### config.mk
export PLATFORM = sky130hd
export DESIGN_NAME = dump_ctrl_flat
export DESIGN_NICKNAME = d
export VERILOG_FILES = /design/src/rtl/dump_ctrl_if.sv /design/src/rtl/dump_ctrl.sv /design/src/flat_wrapper.sv
export SDC_FILE = /design/constraint.sdc
export NUM_CORES = 1
export LEC_CHECK = 0
export CAP_MARGIN = 15
export CORE_MARGIN = 5
export CORE_UTILIZATION = 45
export DETAILED_ROUTE_END_ITERATION = 10
export PLACE_DENSITY = 0.84
export SLEW_MARGIN = 0
export SYNTH_ARGS = -nofsm -noshare
export SYNTH_HDL_FRONTEND = slang
export SYNTH_SLANG_ARGS = --single-unit
### constraint.sdc
create_clock -name clk -period 1.88 [get_ports clk]
set_input_delay 0.282 -clock clk [delete_from_list [all_inputs] [get_ports clk]]
set_output_delay 0.282 -clock clk [all_outputs]
set_load 0.01 [all_outputs]
### src/rtl/dump_ctrl_if.sv
// Bundle between dump_ctrl and its neighbours: command/capture control,
// shared capture RAM read port and the UART response handshake.
interface dump_ctrl_if #(
    parameter int ADDR_W = 9
) ();
    logic              dump;
    logic [1:0]        dump_ch;
    logic              capture_done;
    logic [ADDR_W-1:0] addr_ptr;
    logic [7:0]        ch1_rdata;
    logic [7:0]        ch2_rdata;
    logic [7:0]        ch3_rdata;
    logic              en;
    logic              we;
    logic [ADDR_W-1:0] addr;
    logic [7:0]        resp_data;
    logic              send_resp;
    logic              resp_sent;
    logic              clr_cap_done;
    logic              dump_done;
    logic              dump_err;
    logic              busy;

    modport master (
        input  dump, dump_ch, capture_done, addr_ptr,
        input  ch1_rdata, ch2_rdata, ch3_rdata, resp_sent,
        output en, we, addr, resp_data, send_resp,
        output clr_cap_done, dump_done, dump_err, busy
    );

    modport slave (
        output dump, dump_ch, capture_done, addr_ptr,
        output ch1_rdata, ch2_rdata, ch3_rdata, resp_sent,
        input  en, we, addr, resp_data, send_resp,
        input  clr_cap_done, dump_done, dump_err, busy
    );
endinterface

### src/rtl/dump_ctrl.sv
// Capture-RAM dump sequencer: streams DEPTH bytes of one channel, oldest
// sample first, through the UART response handshake one byte at a time.
module dump_ctrl #(
    parameter int         DEPTH    = 512,
    parameter int         ADDR_W   = 9,
    parameter logic [7:0] ERR_BYTE = 8'hEE
) (
    input logic        clk,
    input logic        rst_n,
    dump_ctrl_if.master bus
);
    typedef enum logic [2:0] {
        IDLE, RD, LAT, SEND, WAIT, DONE, ERR, ERR_WAIT
    } state_t;

    localparam logic [ADDR_W-1:0] LAST = ADDR_W'(DEPTH - 1);

    state_t            state_q, state_d;
    logic [1:0]        ch_q, ch_d;
    logic [ADDR_W-1:0] addr_q, addr_d;
    logic [ADDR_W-1:0] cnt_q, cnt_d;
    logic [7:0]        data_q, data_d;
    logic [7:0]        sel_rdata;
    logic              en_c, send_c, done_c, clr_c, err_c;

    always_ff @(posedge clk or negedge rst_n) begin
        if (!rst_n) begin
            state_q <= IDLE;
            ch_q    <= '0;
            addr_q  <= '0;
            cnt_q   <= '0;
            data_q  <= '0;
        end else begin
            state_q <= state_d;
            ch_q    <= ch_d;
            addr_q  <= addr_d;
            cnt_q   <= cnt_d;
            data_q  <= data_d;
        end
    end

    always_comb begin
        case (ch_q)
            2'b00:   sel_rdata = bus.ch1_rdata;
            2'b01:   sel_rdata = bus.ch2_rdata;
            default: sel_rdata = bus.ch3_rdata;
        endcase
    end

    always_comb begin
        state_d = state_q;
        ch_d    = ch_q;
        addr_d  = addr_q;
        cnt_d   = cnt_q;
        data_d  = data_q;
        en_c    = 1'b0;
        send_c  = 1'b0;
        done_c  = 1'b0;
        clr_c   = 1'b0;
        err_c   = 1'b0;
        case (state_q)
            IDLE: begin
                if (bus.dump && bus.capture_done) begin
                    ch_d   = bus.dump_ch;
                    addr_d = bus.addr_ptr;
                    cnt_d  = '0;
                    if (bus.dump_ch == 2'b11) begin
                        data_d  = ERR_BYTE;
                        state_d = ERR;
                    end else begin
                        state_d = RD;
                    end
                end
            end
            RD: begin
                en_c    = 1'b1;
                state_d = LAT;
            end
            // RAM has one clock of read latency, so data is captured here
            LAT: begin
                data_d  = sel_rdata;
                state_d = SEND;
            end
            SEND: begin
                send_c  = 1'b1;
                state_d = WAIT;
            end
            WAIT: begin
                if (bus.resp_sent) begin
                    addr_d  = addr_q + ADDR_W'(1);
                    cnt_d   = cnt_q + ADDR_W'(1);
                    state_d = (cnt_q == LAST) ? DONE : RD;
                end
            end
            DONE: begin
                done_c  = 1'b1;
                clr_c   = 1'b1;
                state_d = IDLE;
            end
            ERR: begin
                send_c  = 1'b1;
                state_d = ERR_WAIT;
            end
            // Capture is kept on an invalid channel: no clr_cap_done here
            ERR_WAIT: begin
                if (bus.resp_sent) begin
                    done_c  = 1'b1;
                    err_c   = 1'b1;
                    state_d = IDLE;
                end
            end
            default: state_d = IDLE;
        endcase
    end

    assign bus.en           = en_c;
    assign bus.we           = 1'b0;
    assign bus.addr         = addr_q;
    assign bus.resp_data    = data_q;
    assign bus.send_resp    = send_c;
    assign bus.clr_cap_done = clr_c;
    assign bus.dump_done    = done_c;
    assign bus.dump_err     = err_c;
    assign bus.busy         = (state_q != IDLE);
endmodule

### src/flat_wrapper.sv
// flat-port wrapper written by rule: the top's interface ports become plain ports
module dump_ctrl_flat 
#(
    parameter int         DEPTH    = 512,
    parameter int         ADDR_W   = 9,
    parameter logic [7:0] ERR_BYTE = 8'hEE
)
  (clk, rst_n, bus_dump, bus_dump_ch, bus_capture_done, bus_addr_ptr, bus_ch1_rdata, bus_ch2_rdata, bus_ch3_rdata, bus_resp_sent, bus_en, bus_we, bus_addr, bus_resp_data, bus_send_resp, bus_clr_cap_done, bus_dump_done, bus_dump_err, bus_busy);
  dump_ctrl_if #(.ADDR_W(ADDR_W)) bus_i ();
  input logic clk;
  input logic rst_n;
  input wire logic [$bits(bus_i.dump)-1:0] bus_dump;
  input wire logic [$bits(bus_i.dump_ch)-1:0] bus_dump_ch;
  input wire logic [$bits(bus_i.capture_done)-1:0] bus_capture_done;
  input wire logic [$bits(bus_i.addr_ptr)-1:0] bus_addr_ptr;
  input wire logic [$bits(bus_i.ch1_rdata)-1:0] bus_ch1_rdata;
  input wire logic [$bits(bus_i.ch2_rdata)-1:0] bus_ch2_rdata;
  input wire logic [$bits(bus_i.ch3_rdata)-1:0] bus_ch3_rdata;
  input wire logic [$bits(bus_i.resp_sent)-1:0] bus_resp_sent;
  output wire logic [$bits(bus_i.en)-1:0] bus_en;
  output wire logic [$bits(bus_i.we)-1:0] bus_we;
  output wire logic [$bits(bus_i.addr)-1:0] bus_addr;
  output wire logic [$bits(bus_i.resp_data)-1:0] bus_resp_data;
  output wire logic [$bits(bus_i.send_resp)-1:0] bus_send_resp;
  output wire logic [$bits(bus_i.clr_cap_done)-1:0] bus_clr_cap_done;
  output wire logic [$bits(bus_i.dump_done)-1:0] bus_dump_done;
  output wire logic [$bits(bus_i.dump_err)-1:0] bus_dump_err;
  output wire logic [$bits(bus_i.busy)-1:0] bus_busy;
  assign bus_i.dump = bus_dump;
  assign bus_i.dump_ch = bus_dump_ch;
  assign bus_i.capture_done = bus_capture_done;
  assign bus_i.addr_ptr = bus_addr_ptr;
  assign bus_i.ch1_rdata = bus_ch1_rdata;
  assign bus_i.ch2_rdata = bus_ch2_rdata;
  assign bus_i.ch3_rdata = bus_ch3_rdata;
  assign bus_i.resp_sent = bus_resp_sent;
  assign bus_en = bus_i.en;
  assign bus_we = bus_i.we;
  assign bus_addr = bus_i.addr;
  assign bus_resp_data = bus_i.resp_data;
  assign bus_send_resp = bus_i.send_resp;
  assign bus_clr_cap_done = bus_i.clr_cap_done;
  assign bus_dump_done = bus_i.dump_done;
  assign bus_dump_err = bus_i.dump_err;
  assign bus_busy = bus_i.busy;
  dump_ctrl #(.DEPTH(DEPTH), .ADDR_W(ADDR_W), .ERR_BYTE(ERR_BYTE)) u_core (.clk(clk), .rst_n(rst_n), .bus(bus_i));
endmodule
==> impl_metrics.yaml, run 1 <==
timing:
  fin_crit_ns: 1.74
  fin_crit_sh: 0.926
  hold_ws_ns: 0.392
  fin_setup_tns_ns: 0
  fin_skew_ns: 0.00646
  hold_viol_final: 0
  finalSetupViolations: 0
  rsz0062_at_grt: "no"
  slew_viol_final: 0
  fin_ws_ns: 0.140
  fmax_mhz: 575
place:
  gp_congestion: 0.789
  io_buffers: 62
  dp_hpwl_um: 3550
  dpl_worst_slack_ns: -0.0201
yosys:
  synth_commonest_cells: "dfrtp_1 (31), nand2_1 (27), o21ai_0 (14)"
  ys_top_cells_by_area: "dfrtp_1 (41%), nand2_1 (5.4%), mux2i_1 (5.3%), mux2_2 (4.8%), a2bb2oi_1 (4.2%)"
  synth-seq-cells: 31
  yosysTopAreaCell: "dfrtp_1"
  yosys_warnings: 0
  yosysSeqAreaShare: 0.410
  ys.flop_type: "dfrtp_1"
  ys_async_sr_fraction: 1.00
  synth_top_area_share: 0.410
  syn_nets: 233
  synth.distinct_cells: 44
  synth_cells: 190
  yosysMostFrequentCell: "dfrtp_1"
  synth-edff-count: 0
  synth_area_mm2: 0.00189
  syn_avg_cell_area_um2: 9.95
critical_path:
  worst-r2r-cell-count: 5
  required_ns: 1.60
  worst_ep_arrival_time_ns: 1.46
  path_max_fanout: 7
  criticalPathCategory: "reg2out"
  cp-end-kind: "primary output"
  path_cells: "buf_4, or3_4, clkbuf_2"
  slowest_delay_ns: 0.43
  cpMaxStageDelayCell: "dfrtp_1"
  cp-start-kind: "flip-flop"
global_routing:
  grt_usage: 0.179
  grt_max_degree: 32
  grt_pass1_wl_um: 7760
  grt_pass1_vias: 1706
  grt-ovfl-total: 0
  antenna_found_initial: 0
drt:
  routed.top_layer: "met4"
  wl_met1_um: 1940
  vias: 1697
  wl_met2_um: 2190
  dr.pass1.iters: 5
  drc: 0
  routed-wl-met3_um: 466
  wl_per_cell_um: 14.7
  routed_via_density: 5.39
  finalWirelength_um: 4620
  drtAntennaViolNets: 0
  first_iter_violations: 41
clock_tree:
  h-tree-depth: 2
  clk-insertion-delay-late_ns: 0.29
  clockRootBuffer: "clkbuf_8"
  cts.path.max_buffers: 2
  path_clk_slew_ns: 0.07
  hold_buffers: 0
  cts_buffers: 5
  cts_sinks: 31
  cts_tree: "built"
floorplan:
  core_mm2: 0.00403
  start_util: 0.469
  die_h_um: 74.8
  dieArea_mm2: 0.00560
  io-pin-count: 64
  rows: 23
  die_w_um: 74.8
layout:
  synthToLayoutAreaGrowth_pct: 45.5
  antenna_cells: 0
  finalNetCount: 307
  drive_gt1_frac: 0.189
power:
  power_density_mw_per_mm2: 1400
  leakage_nw: 1.16
  vdd_drop_max_v: 0.000704
flow_run:
  maxCapViolations: 0
worst_hold_path:
  holdCritPathClass: "in2async"
outcome:
  outcome: "finished, final reports clean"
## stage by stage
| step | area (um^2) | utilization | std cells | power (W) |
|---|---|---|---|---|
| 5_1_grt | 2750 | 0.683 | 315 | 0.00412 |
| 2_1_floorplan | 1890 | - | 190 | 0.00232 |
| 4_1_cts | 2760 | 0.684 | 315 | 0.00390 |
| 3_3_place_gp | 2620 | 0.651 | 306 | 0.00313 |
| 3_5_place_dp | 2620 | 0.651 | 306 | 0.00319 |
| 6_report | 2750 | 0.683 | 315 | 0.00384 |
## where the power goes
group,total (W),internal [W],switching [W]
sequential,0.00124,0.000928,0.000316
combinational,0.00191,0.00110,0.000810
clock,0.000680,0.000428,0.000252
## logic make-up (layout without fill, tap and decap cells)
| logic type | count (synthesis) | after routing | synth area share |
|---|---|---|---|
| compound gates | 51 | 51 | 0.198 |
| buf+inv | 12 | 87 | 0.0404 |
| fa+ha+maj | 3 | 3 | 0.0199 |
| flops | 31 | 31 | 0.410 |
| xor+xnor | 7 | 7 | 0.0324 |
| other cells | 1 | 1 | 0.00198 |
| mux | 18 | 18 | 0.101 |
| simple gates | 67 | 67 | 0.197 |
## worst max-delay path: cells and delay by family, from the launching register on
kind | cells | cell delay (ns)
and+or+nand+nor | 1 | 0.41
DFF | 1 | 0.43
buffers and inverters | 2 | 0.33
## cell type report
class	count	area (um^2)
clock buffer	6	82.6
clock inverter	2	35.0
fill	324	1280
inverter	2	7.51
multi-input combinational	147	1050
sequential	31	778
tap	50	62.6
timing repair buffer	77	738
## layout by cell type (no fill, tap or decap), types with 2 or more instances in the layout
cell	synthesis	layout
a21oi_1	10	10
a21oi_2	3	3
a22o_1	2	2
a2bb2oi_1	9	9
and2_1	4	4
buf_4	3	14
clkbuf_2	0	2
clkbuf_8	0	6
clkdlybuf4s50_1	0	56
dfrtp_1	31	29
dfrtp_2	0	2
dlygate4sd2_1	0	2
dlymetal6s2s_1	0	2
ha_1	3	3
inv_1	2	2
mux2_2	8	8
mux2i_1	10	10
nand2_1	27	27
nand2b_1	2	2
nand3_1	5	5
nand4_1	5	5
nand4bb_1	2	2
nor2_1	7	7
nor3_1	4	4
o21ai_0	14	14
o22ai_1	5	5
xnor2_1	3	3
xor2_1	4	4
## layer usage
layer  up-vias  GRT usage
met4         0     0.0474
met3         4     0.0694
li1        843          -
met2        58      0.297
met5         -          0
met1       792      0.218
## sequential cells by signal, indices dropped and copies added (netlist names)
register,count
u_core.bus.addr,9
u_core.bus.resp_data,8
u_core.ch_q,2
u_core.cnt_q,9
u_core.state_q,3
## worst paths after layout
kind / startpoint / slack [ns] / to
setup / recovery: u_core.state_q[0] / 0.14 / bus_busy
hold / removal: rst_n / 0.39 / u_core.bus.resp_data[0]
setup reg to reg: u_core.state_q[0] / 0.18 / u_core.bus.resp_data[0]
hold reg to reg: u_core.bus.resp_data[4] / 0.51 / u_core.bus.resp_data[4]
max in group asynchronous: rst_n / 1.18 / u_core.state_q[1]
min in group clk: u_core.bus.resp_data[4] / 0.51 / u_core.bus.resp_data[4]
## timing repair
action,CTS,global route
resized for setup,10,4
pin swaps,0,0
buffers inserted,1,0
setup endpoints to repair,5,4
(Power assumes the default switching activity.)
==> run 2: changes to the inputs <==
SKIP_LAST_GASP = 1   (was not set)
==> results of run 2 <==
Same layout as run 1: the final DEF is identical, and so are final timing and power.
Among the figures that moved: number of gates resized after CTS 10 -> 9
==> run 3: changes to the inputs <==
==> constraint.sdc (replaced) <==
create_clock -name clk -period 1.88 [get_ports clk]
set_input_delay 0.188 -clock clk [delete_from_list [all_inputs] [get_ports clk]]
set_output_delay 0.188 -clock clk [all_outputs]
set_load 0.01 [all_outputs]
==> run 3 against run 2 <==
Compared with the run above: power decreased by 1.8%; sequential cell count stayed put; clock skew down 0.0040 ns.
==> impl_metrics.yaml, run 3 (same netlist as run 1, synthesis figures left out) <==
critical_path:
  cp_top_family: "simple AND/OR/NAND/NOR gates"
  cp_num_buf_inv: 1
  cpMaxStageDelayCell: "dfrtp_1"
  required_ns: 1.69
  criticalPathCategory: "reg2out"
  cp-start-kind: "flip-flop"
  crit_cells: 4
  timing.critical_path.from: "u_core.state_q[0]"
  r2r-end: "u_core.bus.addr[7]"
  worst-r2r-cell-count: 5
  path_cells: "nor2b_2, and2_1, or2_2, dlygate4sd2_1"
  crit_end: "bus_dump_done"
  slowest_delay_ns: 0.40
  reg2reg_from: "u_core.state_q[1]"
  worst_ep_arrival_time_ns: 1.58
  cp-end-kind: "primary output"
  path_max_fanout: 4
  r2r_setup_slack_ns: 0.20
timing:
  rsz0062_at_grt: "no"
  fin_crit_sh: 0.941
  fin_crit_ns: 1.77
  hold_viol_final: 0
  fin_skew_ns: 0.00248
  fin_setup_tns_ns: 0
  finalSetupViolations: 0
  fmax_mhz: 565
  slew_viol_final: 0
layout:
  stdcell_count: 309
  finalNetCount: 301
  antenna_cells: 0
  layout_commonest_cell: "clkdlybuf4s50_1"
  synthToLayoutAreaGrowth_pct: 43.0
  drive_gt1_frac: 0.162
  final_cell_mix: "clkdlybuf4s50_1 (59), dfrtp_1 (29), nand2_1 (27)"
clock_tree:
  cts_sinks: 31
  cts_tree: "built"
  clk-insertion-delay-late_ns: 0.28
  path_clk_slew_ns: 0.06
  clockRootBuffer: "clkbuf_8"
  cts.path.max_buffers: 2
  cts_buffers: 5
  cts-resized-gates: 4
  hold_buffers: 0
  h-tree-depth: 2
  post_cts_buffers: 0
drt:
  finalWirelength_um: 4660
  drc: 0
  first_iter_violations: 83
  dr.pass1.iters: 4
  vias: 1673
  routed_via_density: 5.41
  drtAntennaViolNets: 0
  wl_per_cell_um: 15.1
power:
  power_density_mw_per_mm2: 1390
  vdd_drop_max_v: 0.000615
  leakage_nw: 1.10
floorplan:
  die_h_um: 74.8
  dieArea_mm2: 0.00560
  core_mm2: 0.00403
  io-pin-count: 64
  rows: 23
  die_w_um: 74.8
  start_util: 0.469
worst_hold_path:
  holdCritPathClass: "in2async"
flow_run:
  maxCapViolations: 0
place:
  numPlacedInstances: 301
  dp_hpwl_um: 3620
  io_buffers: 62
  gp_congestion: 0.794
outcome:
  outcome: "finished, final reports clean"
global_routing:
  grt_usage: 0.174
  grt_pass1_vias: 1662
  grt_max_degree: 32
  antenna_found_initial: 0
  grt-ovfl-total: 0
  grt_pass1_wl_um: 7520
-- run 3: changes by cell type in the layout (fill, tap and decap cells not counted) --
cell	before	now
clkbuf_2	2	0
nor2b_2	0	1
o21ai_4	0	1
o21ai_2	1	0
clkdlybuf4s50_1	56	59
dlymetal6s2s_1	2	1
nor2b_4	1	0
buf_12	1	0
buf_4	14	9
-- run 3: how the worst min path moves through the flow --
stage | startpoint | to | slack [ns] | cells past startpoint
floorplan | rst_n | u_core.bus.addr[0] | -0.11 | 0
global placement | u_core.bus.resp_data[0] | u_core.bus.resp_data[0] | 0.49 | 1
detailed placement | u_core.bus.resp_data[4] | u_core.bus.resp_data[4] | 0.50 | 1
CTS | rst_n | u_core.ch_q[1] | 0.32 | 2
global route | rst_n | u_core.bus.resp_data[4] | 0.35 | 2
finish | rst_n | u_core.bus.resp_data[4] | 0.31 | 2
-- run 3: routing by layer --
layer	up-vias	GRT usage	share of wire
li1	827	-	-
met1	789	0.200	0.41
met2	51	0.295	0.48
met3	6	0.0748	0.11
met4	0	0.0553	0.011
met5	-	0	0
-- run 3: cell type report --
cell class | instances | area, um^2
multi-input cells | 147 | 1050
repair buffers | 71 | 688
clock buffers | 6 | 82.6
flip-flops and latches | 31 | 778
well taps | 50 | 62.6
inverters | 2 | 7.51
clock inverters | 2 | 35.0
fillers | 321 | 1330
-- run 3: metrics by stage --
step	area [um^2]	worst slack (ns)	utilization	total power, W	hold WS (ns)
2_1_floorplan	1890	0.350	-	0.00232	-0.108
3_3_place_gp	2570	0.155	0.639	0.00306	0.494
3_5_place_dp	2570	0.122	0.639	0.00313	0.499
4_1_cts	2690	0.0215	0.668	0.00380	0.319
5_1_grt	2700	0.00270	0.671	0.00404	0.351
6_report	2700	0.111	0.671	0.00377	0.309
-- run 3: where the power goes --
part	internal [W]	total [W]	leakage, nW	switching [W]
clock	0.000428	0.000671	0.0612	0.000243
combinational	0.00105	0.00182	0.663	0.000778
sequential	0.000929	0.00127	0.375	0.000343
